==> config.mk <==
export PLATFORM = sky130hd
export DESIGN_NAME = video_timing_out
export DESIGN_NICKNAME = d
export VERILOG_FILES = /design/src/rtl/video_timing_out.sv
export SDC_FILE = /design/constraint.sdc
export NUM_CORES = 1
export LEC_CHECK = 0
export CORE_MARGIN = 5
export CORE_UTILIZATION = 45
export DETAILED_ROUTE_END_ITERATION = 8
export PLACE_DENSITY = 0.79
export SLEW_MARGIN = 20
export SYNTH_ARGS = -nofsm -noshare
export SYNTH_HDL_FRONTEND = slang
export SYNTH_SLANG_ARGS = --single-unit
==> constraint.sdc <==
create_clock -name clk_pix -period 3.4 [get_ports clk_pix]
set_clock_uncertainty 0.2 [all_clocks]
set_input_delay 0.68 -clock clk_pix [delete_from_list [all_inputs] [get_ports clk_pix]]
set_output_delay 0.68 -clock clk_pix [all_outputs]
set_load 0.05 [all_outputs]
==> src/rtl/video_timing_out.sv <==
// Video output stage: programmable display timing, read-coordinate issue, latency realignment and RGB expansion.
// Optional: define VIDEO_OUT_REPLICATE_EN for bit-replicating colour expansion (default zero-fill).
module video_timing_out #(
    parameter int CORDW   = 10,
    parameter int H_RES   = 640,
    parameter int H_FP    = 16,
    parameter int H_SYNC  = 96,
    parameter int H_BP    = 48,
    parameter int V_RES   = 480,
    parameter int V_FP    = 10,
    parameter int V_SYNC  = 2,
    parameter int V_BP    = 33,
    parameter bit H_POL   = 1'b0,
    parameter bit V_POL   = 1'b0,
    parameter int R_BITS  = 3,
    parameter int G_BITS  = 4,
    parameter int B_BITS  = 3,
    parameter int PIX_LAT = 1
) (
    input  logic                             clk_pix,
    input  logic                             rst_pix,
    output logic [CORDW-1:0]                 o_rd_x,
    output logic [CORDW-1:0]                 o_rd_y,
    output logic                             o_rd_de,
    input  logic [R_BITS+G_BITS+B_BITS-1:0]  i_color,
    output logic [CORDW-1:0]                 o_sx,
    output logic [CORDW-1:0]                 o_sy,
    output logic                             o_de,
    output logic                             o_hsync,
    output logic                             o_vsync,
    output logic                             o_frame,
    output logic [7:0]                       o_r,
    output logic [7:0]                       o_g,
    output logic [7:0]                       o_b
);

    localparam int H_TOTAL = H_RES + H_FP + H_SYNC + H_BP;
    localparam int V_TOTAL = V_RES + V_FP + V_SYNC + V_BP;
    localparam int HS_BEG  = H_RES + H_FP;
    localparam int HS_END  = H_RES + H_FP + H_SYNC - 1;
    localparam int VS_BEG  = V_RES + V_FP;
    localparam int VS_END  = V_RES + V_FP + V_SYNC - 1;
    localparam int CW      = R_BITS + G_BITS + B_BITS;
    localparam int W       = 2 * CORDW + 3;
    localparam logic [W-1:0] FLUSH_WORD = {{(2*CORDW){1'b0}}, 1'b0, ~H_POL, ~V_POL};

    if ((H_TOTAL - 1) >= (1 << CORDW) || (V_TOTAL - 1) >= (1 << CORDW) ||
        R_BITS < 1 || R_BITS > 8 || G_BITS < 1 || G_BITS > 8 ||
        B_BITS < 1 || B_BITS > 8 || PIX_LAT < 0 || PIX_LAT > 15) begin : g_bad_cfg
        $error("video_timing_out: illegal parameter combination");
    end

    // {de, hsync, vsync} for a counter position, syncs at their configured active level
    function automatic logic [2:0] decode(input logic [CORDW-1:0] x, input logic [CORDW-1:0] y);
        logic de;
        logic hs_act;
        logic vs_act;
        de     = (x < CORDW'(H_RES)) && (y < CORDW'(V_RES));
        hs_act = (x >= CORDW'(HS_BEG)) && (x <= CORDW'(HS_END));
        vs_act = (y >= CORDW'(VS_BEG)) && (y <= CORDW'(VS_END));
        return {de, hs_act ? H_POL : ~H_POL, vs_act ? V_POL : ~V_POL};
    endfunction

    // Widen an n-bit channel (right-aligned in c) to 8 bits, MSB-first
    function automatic logic [7:0] expand(input logic [7:0] c, input int n);
        logic [7:0] e;
        int j;
        e = 8'd0;
        j = n - 1;
        for (int i = 7; i >= 0; i--) begin
`ifdef VIDEO_OUT_REPLICATE_EN
            e[i[2:0]] = c[j[2:0]];
            if (j == 0) begin
                j = n - 1;
            end else begin
                j = j - 1;
            end
`else
            if (j >= 0) begin
                e[i[2:0]] = c[j[2:0]];
            end else begin
                e[i[2:0]] = 1'b0;
            end
            j = j - 1;
`endif
        end
        return e;
    endfunction

    logic [CORDW-1:0] rd_x_q, rd_y_q, rd_x_d, rd_y_d;
    logic             rd_de_q, rd_hs_q, rd_vs_q;
    logic [W-1:0]     cnt_word_s, dly_s;

    // Next counter position: x wraps at line end, y advances on the x wrap
    always_comb begin
        rd_x_d = rd_x_q;
        rd_y_d = rd_y_q;
        if (rd_x_q == CORDW'(H_TOTAL - 1)) begin
            rd_x_d = '0;
            if (rd_y_q == CORDW'(V_TOTAL - 1)) begin
                rd_y_d = '0;
            end else begin
                rd_y_d = rd_y_q + CORDW'(1);
            end
        end else begin
            rd_x_d = rd_x_q + CORDW'(1);
        end
    end

    // Counter stage with its decoded timing fields
    always_ff @(posedge clk_pix) begin
        if (rst_pix) begin
            rd_x_q                      <= '0;
            rd_y_q                      <= '0;
            {rd_de_q, rd_hs_q, rd_vs_q} <= decode('0, '0);
        end else begin
            rd_x_q                      <= rd_x_d;
            rd_y_q                      <= rd_y_d;
            {rd_de_q, rd_hs_q, rd_vs_q} <= decode(rd_x_d, rd_y_d);
        end
    end

    assign o_rd_x     = rd_x_q;
    assign o_rd_y     = rd_y_q;
    assign o_rd_de    = rd_de_q;
    assign cnt_word_s = {rd_x_q, rd_y_q, rd_de_q, rd_hs_q, rd_vs_q};

    if (PIX_LAT == 0) begin : g_no_delay
        assign dly_s = cnt_word_s;
    end else begin : g_delay
        logic [W-1:0] dl_q [PIX_LAT];

        // Timing delay line matching the renderer's read latency
        always_ff @(posedge clk_pix) begin
            if (rst_pix) begin
                for (int i = 0; i < PIX_LAT; i++) begin
                    dl_q[i] <= FLUSH_WORD;
                end
            end else begin
                dl_q[0] <= cnt_word_s;
                for (int i = 1; i < PIX_LAT; i++) begin
                    dl_q[i] <= dl_q[i-1];
                end
            end
        end

        assign dly_s = dl_q[PIX_LAT-1];
    end

    logic [CORDW-1:0] d_x_s, d_y_s;
    logic             d_de_s, d_hs_s, d_vs_s;
    logic [7:0]       r_s, g_s, b_s;

    assign d_x_s  = dly_s[W-1 -: CORDW];
    assign d_y_s  = dly_s[W-1-CORDW -: CORDW];
    assign d_de_s = dly_s[2];
    assign d_hs_s = dly_s[1];
    assign d_vs_s = dly_s[0];
    assign r_s    = expand(8'(i_color[CW-1 -: R_BITS]), R_BITS);
    assign g_s    = expand(8'(i_color[B_BITS +: G_BITS]), G_BITS);
    assign b_s    = expand(8'(i_color[0 +: B_BITS]), B_BITS);

    // Output register: colour joins its delayed timing; blanked outside the active area
    always_ff @(posedge clk_pix) begin
        if (rst_pix) begin
            o_sx    <= '0;
            o_sy    <= '0;
            o_de    <= 1'b0;
            o_hsync <= ~H_POL;
            o_vsync <= ~V_POL;
            o_frame <= 1'b0;
            o_r     <= 8'd0;
            o_g     <= 8'd0;
            o_b     <= 8'd0;
        end else begin
            o_sx    <= d_x_s;
            o_sy    <= d_y_s;
            o_de    <= d_de_s;
            o_hsync <= d_hs_s;
            o_vsync <= d_vs_s;
            // Flushed stages carry de=0, so a post-reset (0,0) never raises frame
            o_frame <= d_de_s && (d_x_s == '0) && (d_y_s == '0);
            o_r     <= d_de_s ? r_s : 8'd0;
            o_g     <= d_de_s ? g_s : 8'd0;
            o_b     <= d_de_s ? b_s : 8'd0;
        end
    end

endmodule

# Word-level counts from Yosys, hierarchy flattened
# Memories as Yosys holds them, arrays and structs flattened.
# Index checks and enable logic that the tools add are counted.
[word_totals] memories=1 ramBits=23 mem_bits_ro=0 latchBits=0 ff_bits=71 output_inout_bits=69
[classes] addsub=2 shift=0 n_lt_le_gt_ge=6 n_eq_ne=2 div_mod_pow=0 multipliers=0 reduce_logical=9 n_mux=10 bitwise=1
[memory_table] memory="g_delay.dl_q" words=1 word_bits=23 rd=1 rd_ports_with_merged_regs=0 write_ports=1 line="131" rtl="logic [W-1:0] dl_q [PIX_LAT];"
[ops] cell="10-bit 2-to-1 mux" count=3
[ops] cell="23-bit 2-to-1 mux" count=1
[ops] cell="23-bit OR reduction" count=1
[ops] cell="10-bit by 1-bit adder with 10-bit output (second input constant)" count=2
[ops] cell="10-bit equality test (second input constant)" count=2
[ops] cell="10-bit logical NOT" count=2
[ops] cell="10-bit >= comparator (second input constant)" count=1
[ops] cell="10-bit by 9-bit >= comparator with 1-bit output (second input constant)" count=1
[ops] cell="10-bit less-or-equal comparator (second input constant)" count=1
[ops] cell="10-bit by 9-bit less-or-equal comparator with 1-bit output (second input constant)" count=1
[ops] cell="10-bit less-than comparator (second input constant)" count=1
[ops] cell="10-bit by 9-bit less-than comparator with 1-bit output (second input constant)" count=1
[ops] cell="1-bit 2-to-1 mux" count=6
[ops] cell="1-bit logical AND" count=5
[ops] cell="2-bit OR reduction" count=1
[ops] cell="1-bit NOT" count=1

# Longest topological paths before layout
# Gate-level depths: netlist of the first run.
[logic_depth] word_depth=6 ltp_mapped=8

# Least setup slack after synthesis of the first run
# No wires, ideal clock.
[synth_timing] path_kind="register to register" start="reg rd_x_q[1] (netlist: o_rd_x[1])" end="reg rd_vs_q" path_slack_ns=0.570 path_stages_with_launch=7 t_arrival_ns=2.498 required_ns=3.069 path_buffers=0 setup_ns=0.131 path_cell_list="dfxtp_1 -> ha_1 -> nand4_1 -> or4_4 -> or3_4 -> a211oi_2 -> nand4_1"
[synth_via] elab_chain_cells=5 elab_cells_between_ends=6 cone_classes="order compare: 2; eq/ne: 1; mux: 2; reduce/logical: 1"
[synth_rtl] element="start: declaration" line="90" rtl="logic [CORDW-1:0] rd_x_q, rd_y_q, rd_x_d, rd_y_d;"
[synth_rtl] element="start signal: assignment" line="117" rtl="rd_x_q <= rd_x_d;"
[synth_rtl] element="10-bit equality test *" line="98" rtl="if (rd_x_q == CORDW'(H_TOTAL - 1)) begin"
[synth_rtl] element="10-bit 2-to-1 mux *" line="98"
[synth_rtl] element="10-bit by 9-bit >= comparator with 1-bit output / 10-bit by 9-bit less-or-equal comparator with 1-bit output (equally long branches)" line="60" rtl="vs_act = (y >= CORDW'(VS_BEG)) && (y <= CORDW'(VS_END));"
[synth_rtl] element="1-bit logical AND *" line="60"
[synth_rtl] element="1-bit 2-to-1 mux *" line="61" rtl="return {de, hs_act ? H_POL : ~H_POL, vs_act ? V_POL : ~V_POL};"
[synth_rtl] element="end signal: assignment" line="115" rtl="{rd_de_q, rd_hs_q, rd_vs_q} <= decode('0, '0);"
[synth_rtl] element="end signal: assignment" line="119" rtl="{rd_de_q, rd_hs_q, rd_vs_q} <= decode(rd_x_d, rd_y_d);"
[synth_rtl] element="end: declaration" line="91" rtl="logic rd_de_q, rd_hs_q, rd_vs_q;"
# Mark *: on every way between the ends. The rest lies on a longest branch, timed or not.
# A chain may end at the register's enable or synchronous reset.

# Worst setup path after layout of the first run
[layout_timing] start="reg rd_x_q[0] (netlist: o_rd_x[0])" end="reg rd_vs_q"
# The elaborated chain is that of the path after synthesis.

==> implementation parameters, run 1 <==
Parameter                              Value

Clocking
  Post-CTS Setup Inserts ... 0
  TritonCTS clock tree ... yes
  Number of gates resized after CTS ... 0
  Clock buffers created by TritonCTS ... 9
  Max Buffers Root-to-Sink ... 2
  Clk pin slew, worst setup/hold paths ... about 70 ps
  Clock latency reported for the late side of the worst-skew pair ... approximately 330 ps
  Clock Tree Root ... sky130_fd_sc_hd__clkbuf_8
  Sinks on Clock Net ... 80
  Hold Buf Count CTS ... 0
  Maximum level of the CTS H-tree ... 3

Place
  Global placement routability congestion ... between 0.8 and 0.9
  Dpl ws ... approximately 760 ps
  IO Port Bufs ... 66
  Final HPWL from detailed placement ... 4105 µm

Synthesis
  Ys flop type ... sky130_fd_sc_hd__dfxtp_1
  Arithmetic-cell share of the synthesized area counting full adders, half adders and majority gates ... 0.01762
  Cell types with the highest counts after synthesis ... sky130_fd_sc_hd__dfxtp_1 (80), sky130_fd_sc_hd__nor2b_1 (43), sky130_fd_sc_hd__nor2_1 (19), sky130_fd_sc_hd__buf_4 (14)
  Area of the mapped netlist ... 2840 µm²
  Dominant cell by count in the synthesized netlist ... sky130_fd_sc_hd__dfxtp_1
  Basic-gate share of the synthesized area counting and, or, nand and nor cells ... 0.2617
  Number of enable flip-flop cells after synthesis ... 0
  Async set or reset register ratio after synthesis ... 0
  Largest family of logic cells by synthesized area ... simple AND/OR/NAND/NOR gates
  Area share of the largest cell type after synthesis ... 0.5639
  Count of warnings emitted by yosys ... 0
  Mapped Cells ... between 200 and 300
  Sequential share of the synthesized area ... 0.5639
  Number of synthesized register bits ... 80
  Per-instance average area after synthesis ... between 10 and 15 µm²
  Largest area contributor in the synthesized netlist ... sky130_fd_sc_hd__dfxtp_1
  Synth Area in XOR/XNOR ... 0.03392
  Synth top area cells ... sky130_fd_sc_hd__dfxtp_1 (56%), sky130_fd_sc_hd__nor2b_1 (9.5%), sky130_fd_sc_hd__buf_4 (3.7%)
  Mux share of post-synthesis cell area ... 0.007048
  Post-synthesis compound-gate area fraction ... 0.04890
  Count of cell types in the netlist ... 40

Critical path
  Critical register-to-register path endpoint ... rd_vs_q$_SDFF_PP1_
  Data arrival, critical path ... 2670 ps
  Worst reg-to-reg setup slack ... roughly 750 ps
  Slowest stage cell on the critical path ... sky130_fd_sc_hd__or4_4
  Critical Path Most Common Cell ... sky130_fd_sc_hd__nand4_1
  Required @ worst endpoint ... roughly 3400 ps
  Buffers & Inverters on Critical Path ... 0
  Top delay family on crit path ... simple AND/OR/NAND/NOR gates
  Delay contributed by the slowest stage of the critical path ... between 600 and 700 ps
  Start-to-end type of the worst setup path ... register to register
  Worst-path cell chain ... ha_1, nand4_1, or4_4, or3_4, a211oi_2, nand4_1
  Kind of start point of the critical path ... register
  Source of the worst register-to-register timing path ... o_rd_x[0]$_SDFF_PP0_
  Kind of end point of the critical path ... register
  Depth of the most critical reg-to-reg path ... 6
  Largest fanout on the critical path ... 7

STA
  Final period util ... 0.7802
  Transition time at the pin with the least slew margin ... between 600 and 700 ps
  RSZ-0062 raised after global routing ... no
  Fin. Hold Viols ... 0
  Relative max-transition margin ... 0.5865
  Final-layout setup total negative slack ... 0 ps
  Number of pins exceeding their max-slew limit in the final report ... 0
  Setup violation total in the final timing report ... 0
  Shortest clock period the worst path allows after layout ... about 2700 ps
  Max Freq ... ~0.38 GHz
  Final hold slack ... between 200 and 250 ps
  Post-route worst setup slack ... 747.3 ps

Pwr
  Pwr dens ... 471.7 nW/µm²
  Leakage Power ... roughly 1.4 nW
  Max VDD drop ... ~0.00037 V
  Overall Power ... ~1.7 mW

Route
  Via/cell ratio ... around 4.8
  Routed len/inst ... about 13 µm
  First-pass DRT Iterations ... 4
  Final ANT Viol Nets ... 0
  Total via count after detailed routing ... about 2000
  Violation count after the first detailed-route iteration ... about 120
  DR DRC count ... 0
  Final Routed Wirelength ... about 5600 µm

Finish
  Area of the multi-input gates ... ~1100 µm²
  Register Area ... about 1600 µm²
  Share of the core filled with cells ... 0.5886
  Fraction of final layout cells sized beyond drive strength 1 ... 0.06571
  # diodes ... 0
  Net count of the finished layout ... ~360
  Layout overhead on the synthesized area ... 29.34%
  Fillers ... 520

Hold path
  HP Class ... register to register
  Hold path startpoint ... g_delay.dl_q[0][1]$_SDFF_PP1_
  Number of cells on the worst hold path ... 1
  Endpoint with the worst hold slack ... o_hsync$_SDFF_PP1_

GRT
  Antenna violations before repair ... 0
  Aggregate global routing overflow ... 0
  Number of global-route vias before repair ... 1788
  First-pass GRT wire length ... between 8000 and 9000 µm
  Pin count of the biggest net entering global routing ... 45
  Tot GR Track Use ... 0.1426

Run status
  Run status ... complete, no violations

Floorplanning
  Standard cell core area ... ~6200 µm²
  Die width ... 89.45 µm
  Initial Utilization ... 0.4551
  Vertical extent of the die ... slightly below 90 µm
  # IOs ... roughly 80
  Placement row count ... 29
  DIE AREA ... about 8000 µm²

Job
  Count of maximum capacitance violations ... 0
## placed cells by master, fill, tap and decap left out, types with 2 or more instances in the layout
| cell type | instances |
|---|---|
| sky130_fd_sc_hd__dfxtp_1 | 80 |
| sky130_fd_sc_hd__buf_4 | 2 |
| sky130_fd_sc_hd__clkbuf_8 | 9 |
| sky130_fd_sc_hd__a211o_1 | 2 |
| sky130_fd_sc_hd__nor4b_1 | 2 |
| sky130_fd_sc_hd__clkdlybuf4s50_1 | 65 |
| sky130_fd_sc_hd__a21oi_1 | 7 |
| sky130_fd_sc_hd__nand4_1 | 9 |
| sky130_fd_sc_hd__conb_1 | 14 |
| sky130_fd_sc_hd__xnor2_1 | 8 |
| sky130_fd_sc_hd__nor2b_1 | 43 |
| sky130_fd_sc_hd__inv_1 | 6 |
| sky130_fd_sc_hd__clkbuf_1 | 4 |
| sky130_fd_sc_hd__nor3_1 | 5 |
| sky130_fd_sc_hd__nand2_1 | 9 |
| sky130_fd_sc_hd__nor2_1 | 19 |
| sky130_fd_sc_hd__and4_1 | 2 |
| sky130_fd_sc_hd__or2_2 | 4 |
| sky130_fd_sc_hd__xor2_1 | 3 |
| sky130_fd_sc_hd__nand3_1 | 9 |
| sky130_fd_sc_hd__or3_1 | 3 |
| sky130_fd_sc_hd__and2_1 | 10 |
| sky130_fd_sc_hd__mux2i_1 | 2 |
| sky130_fd_sc_hd__nor4_1 | 8 |
| sky130_fd_sc_hd__ha_1 | 4 |
| sky130_fd_sc_hd__o21ai_0 | 3 |
## state kept, by name, summed over array words and instances (netlist names)
name and count:
g_delay.dl_q 23, o_rd_x 10, o_rd_y 10, o_sx 10, o_sy 10, o_g 4
o_b 3, o_r 3, o_de 1, o_frame 1, o_hsync 1, o_rd_de 1
o_vsync 1, rd_hs_q 1, rd_vs_q 1
## per-stage QoR
stage,cell area [µm²],instances
2_1_floorplan,2889,293
3_3_place_gp,3492,411
3_5_place_dp,3492,411
4_1_cts,3674,427
5_1_grt,3674,427
6_report,3674,427
## layout make-up
type,instances,area share
Sequential cell,80,0.4360
Multi-Input combinational cell,180,0.2997
Timing Repair Buffer,68,0.1826
Clock buffer,13,0.03781
Tap cell,77,0.02623
Clock inverter,3,0.01158
Inverter,6,0.006131
## cell families (layout without fill, tap and decap cells)
family          after synthesis  in the layout
simple gates                129            129
flops                        80             80
buf+inv                      33             90
compound gates               20             20
xor+xnor                     11             11
fa+ha+maj                     4              4
mux                           2              2
other cells                   1             14
## worst reg2reg max path: cells and delay by family, from the launching register on
family | cells | cell delay [ps]
simple gates | 4 | 1390
compound gates | 1 | 280
fa+ha+maj | 1 | 260
flops | 1 | 420
## metal layers
| layer | global-route usage | routed length [µm] | share of wire | vias to the layer above |
|---|---|---|---|---|
| met5 | 0 | 0 | 0 | - |
| met4 | 0.06225 | 45 | 0.0080 | 0 |
| met3 | 0.05253 | 586 | 0.10 | 6 |
| met2 | 0.2277 | 2678 | 0.48 | 93 |
| met1 | 0.1723 | 2286 | 0.41 | 900 |
| li1 | - | - | - | 1036 |
## report_power, final
part | total (mW) | internal (mW) | switching (mW)
Clock | 0.644 | 0.340 | 0.305
Combinational | 0.132 | 0.0366 | 0.0949
Sequential | 0.957 | 0.949 | 0.00738
Total | 1.73 | 1.33 | 0.407
## worst max-delay path by stage
stage                         startpoint                 end  slack [ps]  depth (start not counted)
floorplan           o_rd_x[1]$_SDFF_PP0_  rd_vs_q$_SDFF_PP1_         570                          6
global placement    o_rd_x[1]$_SDFF_PP0_  rd_vs_q$_SDFF_PP1_         860                          6
detailed placement  o_rd_x[0]$_SDFF_PP0_  o_rd_de$_SDFF_PP1_         760                          6
CTS                 o_rd_x[0]$_SDFF_PP0_  o_rd_de$_SDFF_PP1_         750                          6
global route        o_rd_x[0]$_SDFF_PP0_  rd_vs_q$_SDFF_PP1_         610                          6
finish              o_rd_x[0]$_SDFF_PP0_  rd_vs_q$_SDFF_PP1_         750                          6
(Power assumes the default switching activity.)
==> run 2, diff against run 1 <==
clock period = 2.7 ns   (was 3.4 ns; I/O delays follow)
==> implementation parameters, run 2 (synthesized netlist as in run 1, its figures left out) <==
Parameter                              Value

Run status
  Run status ... complete, no violations

STA
  Final-layout setup total negative slack ... 0 ps
  Final period util ... 0.9253
  RSZ-0062 raised after global routing ... no
  Fin. Hold Viols ... 0
  Relative max-transition margin ... 0.6158
  Final hold slack ... 210.6 ps
  Number of pins exceeding their max-slew limit in the final report ... 0
  Post-route worst setup slack ... roughly 200 ps
  Setup violation total in the final timing report ... 0
  Shortest clock period the worst path allows after layout ... roughly 2500 ps
  Max Freq ... 0.4003 GHz
  Transition time at the pin with the least slew margin ... approximately 580 ps

GRT
  Aggregate global routing overflow ... 0
  Tot GR Track Use ... 0.1503
  Pin count of the biggest net entering global routing ... 24
  First-pass GRT wire length ... 9204 µm
  Antenna violations before repair ... 0
  Number of global-route vias before repair ... ~2000

Critical path
  Top delay family on crit path ... simple AND/OR/NAND/NOR gates
  Buffers & Inverters on Critical Path ... 0
  Worst reg-to-reg setup slack ... 200 ps
  Largest fanout on the critical path ... 9
  Data arrival, critical path ... 2520 ps
  Required @ worst endpoint ... roughly 2700 ps
  Worst-path cell chain ... or3_1, or4_4, or3_4, a211oi_2, nand4_1
  Depth of the most critical reg-to-reg path ... 5
  Delay contributed by the slowest stage of the critical path ... around 570 ps
  Kind of end point of the critical path ... register
  Source of the worst register-to-register timing path ... o_rd_x[7]$_SDFF_PP0_
  Critical register-to-register path endpoint ... rd_vs_q$_SDFF_PP1_
  Kind of start point of the critical path ... register
  Slowest stage cell on the critical path ... sky130_fd_sc_hd__or4_4
  Start-to-end type of the worst setup path ... register to register

Clocking
  Clock latency reported for the late side of the worst-skew pair ... 340 ps
  Clk pin slew, worst setup/hold paths ... ~80 ps
  Clock Tree Root ... sky130_fd_sc_hd__clkbuf_8
  Number of gates resized after CTS ... 0
  Post-CTS Setup Inserts ... 0
  Max Buffers Root-to-Sink ... 2
  Sinks on Clock Net ... 80
  Clock buffers created by TritonCTS ... 9
  Maximum level of the CTS H-tree ... 3
  Hold Buf Count CTS ... 0
  TritonCTS clock tree ... yes

Floorplanning
  Initial Utilization ... 0.4551
  DIE AREA ... 8000 µm²
  Vertical extent of the die ... 89.45 µm
  Die width ... between 80 and 90 µm
  Placement row count ... 29
  Standard cell core area ... around 6200 µm²
  # IOs ... 81

Finish
  # diodes ... 0
  Net count of the finished layout ... between 300 and 400
  Largest register by flop count ... g_delay.dl_q
  Fillers ... roughly 520
  Layout overhead on the synthesized area ... 31.23%
  Top library cells by usage in the layout, fill and taps aside ... sky130_fd_sc_hd__dfxtp_1 (77), sky130_fd_sc_hd__clkdlybuf4s50_1 (65), sky130_fd_sc_hd__nor2b_1 (43)
  Share of the core filled with cells ... 0.5972
  Fraction of final layout cells sized beyond drive strength 1 ... 0.09577
  Number of flip-flops under the largest register name ... 23
  Commonest non-fill, non-tap cell in the layout ... sky130_fd_sc_hd__dfxtp_1

Place
  Dpl ws ... around 230 ps
  Final HPWL from detailed placement ... between 4000 and 5000 µm
  Global placement routability congestion ... 0.9035
  IO Port Bufs ... 66

Hold path
  HP Class ... register to register
  Endpoint with the worst hold slack ... o_vsync$_SDFF_PP1_
  Hold path startpoint ... g_delay.dl_q[0][0]$_SDFF_PP1_
  Number of cells on the worst hold path ... 1

Job
  Count of maximum capacitance violations ... 0

Route
  Total via count after detailed routing ... a little over 2000
  Final ANT Viol Nets ... 0
  Via/cell ratio ... 4.736
  Final Routed Wirelength ... about 5700 µm
  DR DRC count ... 0
  First-pass DRT Iterations ... 4
  Violation count after the first detailed-route iteration ... 92
  Routed len/inst ... 13.12 µm

Pwr
  Leakage Power ... around 1.4 nW
  Max VDD drop ... between 0.0003 and 0.0004 V
  Overall Power ... about 2.2 mW
  Pwr dens ... 591.6 nW/µm²
-- run 2: layout make-up --
type	count	area [µm²]	area share
clock buffers	10	127.6	0.03424
flip-flops and latches	80	1605	0.4307
repair buffers	74	715.7	0.1920
inverters	6	22.52	0.006042
multi-input cells	180	1101	0.2954
clock inverters	5	58.81	0.01578
well taps	77	96.34	0.02585
-- run 2: worst max-delay path by stage --
stage | start | end | cells past startpoint
floorplan | o_rd_x[7]$_SDFF_PP0_ | rd_vs_q$_SDFF_PP1_ | 7
global placement | o_rd_x[7]$_SDFF_PP0_ | rd_vs_q$_SDFF_PP1_ | 5
detailed placement | o_rd_x[7]$_SDFF_PP0_ | rd_vs_q$_SDFF_PP1_ | 5
CTS | o_rd_y[4]$_SDFF_PP0_ | o_rd_y[4] | 1
global route | o_rd_x[7]$_SDFF_PP0_ | rd_vs_q$_SDFF_PP1_ | 5
finish | o_rd_x[7]$_SDFF_PP0_ | rd_vs_q$_SDFF_PP1_ | 5
-- run 2: power breakdown --
group	switching (mW)	internal (mW)	leakage, nW
combinational	0.120	0.0484	0.663
sequential	0.00907	1.20	0.649
clock	0.410	0.422	0.0883
total	0.539	1.67	1.40
-- run 2: layer usage --
| metal | wire length (µm) | global-route usage |
|---|---|---|
| met1 | 2452 | 0.1825 |
| met2 | 2564 | 0.2344 |
| met3 | 533 | 0.06083 |
| met4 | 120 | 0.06631 |
| met5 | 0 | 0 |
-- run 2: per-stage QoR --
stage | instance area, µm² | std cells
2_1_floorplan | 2893 | 293
3_3_place_gp | 3541 | 417
3_5_place_dp | 3541 | 417
4_1_cts | 3727 | 432
5_1_grt | 3727 | 432
6_report | 3727 | 432
-- run 2: worst register-to-register path, delay by kind of cell (launching register included) --
family             cells  cell delay, ps
and+or+nand+nor        4            1500
AOI/OAI and AO/OA      1             270
DFF                    1             390
==> run 3, diff against run 2 <==
CELL_PAD_IN_SITES_DETAIL_PLACEMENT = 0   (was default)
CELL_PAD_IN_SITES_GLOBAL_PLACEMENT = 1   (was default)
CORE_UTILIZATION = 32   (was 45)
PLACE_DENSITY = 0.78   (was 0.79)
clock period = 2.26 ns   (was 2.7 ns; I/O delays follow)
==> implementation parameters, run 3 (synthesized netlist as in run 1, its figures left out) <==
Parameter                              Value

Finish
  Share of the core filled with cells ... 0.4469
  Fillers ... 849
  Top library cells by usage in the layout, fill and taps aside ... sky130_fd_sc_hd__dfxtp_1 (72), sky130_fd_sc_hd__clkdlybuf4s50_1 (47), sky130_fd_sc_hd__nor2b_1 (43)
  Number of flip-flops under the largest register name ... 23
  # diodes ... 0
  Fraction of final layout cells sized beyond drive strength 1 ... 0.1984
  Commonest non-fill, non-tap cell in the layout ... sky130_fd_sc_hd__dfxtp_1
  Post-route design area ... 3879 µm²
  Net count of the finished layout ... 379
  Layout overhead on the synthesized area ... 36.56%
  Largest register by flop count ... g_delay.dl_q

Pwr
  Max VDD drop ... 0.0002395 V
  Net switching share of the total power ... 0.2514
  Leakage Power ... around 1.5 nW
  Clock power share ... 0.385
  Pwr dens ... between 600 and 700 nW/µm²
  Comb power frac ... 0.079
  Sequential Power Share ... 0.535
  Internal ... 2.007 mW
  Net Switching ... approximately 670 µW

Floorplanning
  Vertical extent of the die ... approximately 100 µm
  Placement row count ... 34
  Standard cell core area ... slightly below 9000 µm²
  DIE AREA ... approximately 11000 µm²
  Initial Utilization ... 0.3273
  Die width ... 104.2 µm
  # IOs ... slightly above 80

Route
  Final Routed Wirelength ... 6226 µm
  Total via count after detailed routing ... roughly 2100
  Violation count after the first detailed-route iteration ... around 160
  Final ANT Viol Nets ... 0
  Via/cell ratio ... around 4.5
  Routed len/inst ... approximately 13 µm
  First-pass DRT Iterations ... 4
  DR DRC count ... 0

Critical path
  Critical register-to-register path endpoint ... rd_vs_q$_SDFF_PP1_
  Worst setup path start ... o_rd_x[1]$_SDFF_PP0_
  Depth of the most critical reg-to-reg path ... 6
  Kind of start point of the critical path ... register
  Required @ worst endpoint ... around 2300 ps
  Data arrival, critical path ... around 2300 ps
  Worst reg-to-reg setup slack ... ~26 ps
  Largest fanout on the critical path ... 5
  Kind of end point of the critical path ... register
  Worst setup path endpoint ... rd_vs_q$_SDFF_PP1_
  Source of the worst register-to-register timing path ... o_rd_x[1]$_SDFF_PP0_
  Start-to-end type of the worst setup path ... register to register

STA
  Shortest clock period the worst path allows after layout ... 2234 ps
  Max Freq ... around 0.45 GHz
  Fin. Hold Viols ... 0
  Setup violation total in the final timing report ... 0
  Relative max-transition margin ... 0.6512
  RSZ-0062 raised after global routing ... yes
  Transition time at the pin with the least slew margin ... 521.5 ps
  Number of pins exceeding their max-slew limit in the final report ... 0
  Final period util ... 0.9885

Place
  Global placement routability congestion ... 0.8628
  Placed Instance Area ... 3647 µm²
  IO Port Bufs ... 66
  Final HPWL from detailed placement ... around 4600 µm

GRT
  Antenna violations before repair ... 0
  Tot GR Track Use ... 0.1166
  Aggregate global routing overflow ... 0
  Number of global-route vias before repair ... 2065
  First-pass GRT wire length ... slightly above 10000 µm
  Pin count of the biggest net entering global routing ... 24

Clocking
  Sinks on Clock Net ... 80
  TritonCTS clock tree ... yes
  Clk pin slew, worst setup/hold paths ... approximately 80 ps
  Clock Tree Root ... sky130_fd_sc_hd__clkbuf_8
  Clock buffers created by TritonCTS ... 9
  Max Buffers Root-to-Sink ... 2
  Maximum level of the CTS H-tree ... 3
  Hold Buf Count CTS ... 0
  Clock latency reported for the late side of the worst-skew pair ... roughly 340 ps

Run status
  Run status ... complete, no violations

Hold path
  HP Class ... register to register

Job
  Count of maximum capacitance violations ... 0
[run 3: cell types whose count changed in the layout (fill, tap and decap cells not counted), moves of 2 or more]
cell                              delta
sky130_fd_sc_hd__clkdlybuf4s50_1    -18
sky130_fd_sc_hd__dfxtp_4             +4
sky130_fd_sc_hd__buf_4              +29
sky130_fd_sc_hd__dfxtp_1             -5
sky130_fd_sc_hd__clkinvlp_4          -2
[run 3: how the worst min path moves through the flow]
stage                             startpoint                       endpoint  slack, ps  cells after the start
2_1_floorplan             rd_vs_q$_SDFF_PP1_  g_delay.dl_q[0][0]$_SDFF_PP1_        190                      1
3_3_place_gp   g_delay.dl_q[0][0]$_SDFF_PP1_             o_vsync$_SDFF_PP1_        190                      1
3_5_place_dp   g_delay.dl_q[0][0]$_SDFF_PP1_             o_vsync$_SDFF_PP1_        190                      1
4_1_cts        g_delay.dl_q[0][0]$_SDFF_PP1_             o_vsync$_SDFF_PP1_        210                      1
5_1_grt                   rd_vs_q$_SDFF_PP1_  g_delay.dl_q[0][0]$_SDFF_PP1_        220                      1
6_report       g_delay.dl_q[0][0]$_SDFF_PP1_             o_vsync$_SDFF_PP1_        210                      1
[run 3: final cells by class]
type | count | area [µm²] | share of cell area
Clock buffer | 10 | 127.6 | 0.03290
Clock inverter | 6 | 67.56 | 0.01742
Inverter | 6 | 22.52 | 0.005806
Multi-Input combinational cell | 180 | 1139 | 0.2935
Sequential cell | 80 | 1622 | 0.4181
Tap cell | 108 | 135.1 | 0.03484
Timing Repair Buffer | 86 | 765.7 | 0.1974
[run 3: repair_timing]
| action | 4_1_cts | 5_1_grt |
|---|---|---|
| gates resized for setup | 2 | 3 |
| buffers inserted | 0 | 2 |
| cloned | 0 | 0 |
| pin swaps | 0 | 1 |
| setup endpoints to repair | 1 | 4 |
[run 3: stage by stage]
step                power [mW]  cells  worst slack, ps  hold slack [ps]  TNS [ps]
floorplan                1.632    293           -164.2            189.5    -387.1
detailed placement       1.682    458            6.448            193.3         0
global placement         1.680    458            50.48            192.4         0
CTS                      2.722    474          -0.2671            213.4   -0.2671
finish                   2.681    476            25.95            210.8         0
global route             2.797    476           -17.60            224.3    -31.55
[run 3: worst max-delay path, stage by stage (launching register included)]
cell and delay, ps:
sky130_fd_sc_hd__dfxtp_4 370, sky130_fd_sc_hd__ha_4 130, sky130_fd_sc_hd__nand4_1 140, sky130_fd_sc_hd__or4_4 590
sky130_fd_sc_hd__or3_4 370, sky130_fd_sc_hd__a211oi_4 220, sky130_fd_sc_hd__nand4_1 100
[run 3: power by group through the flow]
stage	registers, mW	clock network, mW	logic [mW]
6_report	1.44	1.03	0.213
5_1_grt	1.44	1.13	0.225
4_1_cts	1.44	1.07	0.213
3_5_place_dp	1.47	0	0.212
3_3_place_gp	1.47	0	0.212
2_1_floorplan	1.53	0	0.106
[run 3: metal layers]
layer | up-vias | track usage | part of all wire
met4 | 0 | 0.05458 | 0.017
met5 | - | 0 | 0
met3 | 8 | 0.03911 | 0.076
met2 | 80 | 0.1817 | 0.47
met1 | 986 | 0.1448 | 0.44
li1 | 1074 | - | -
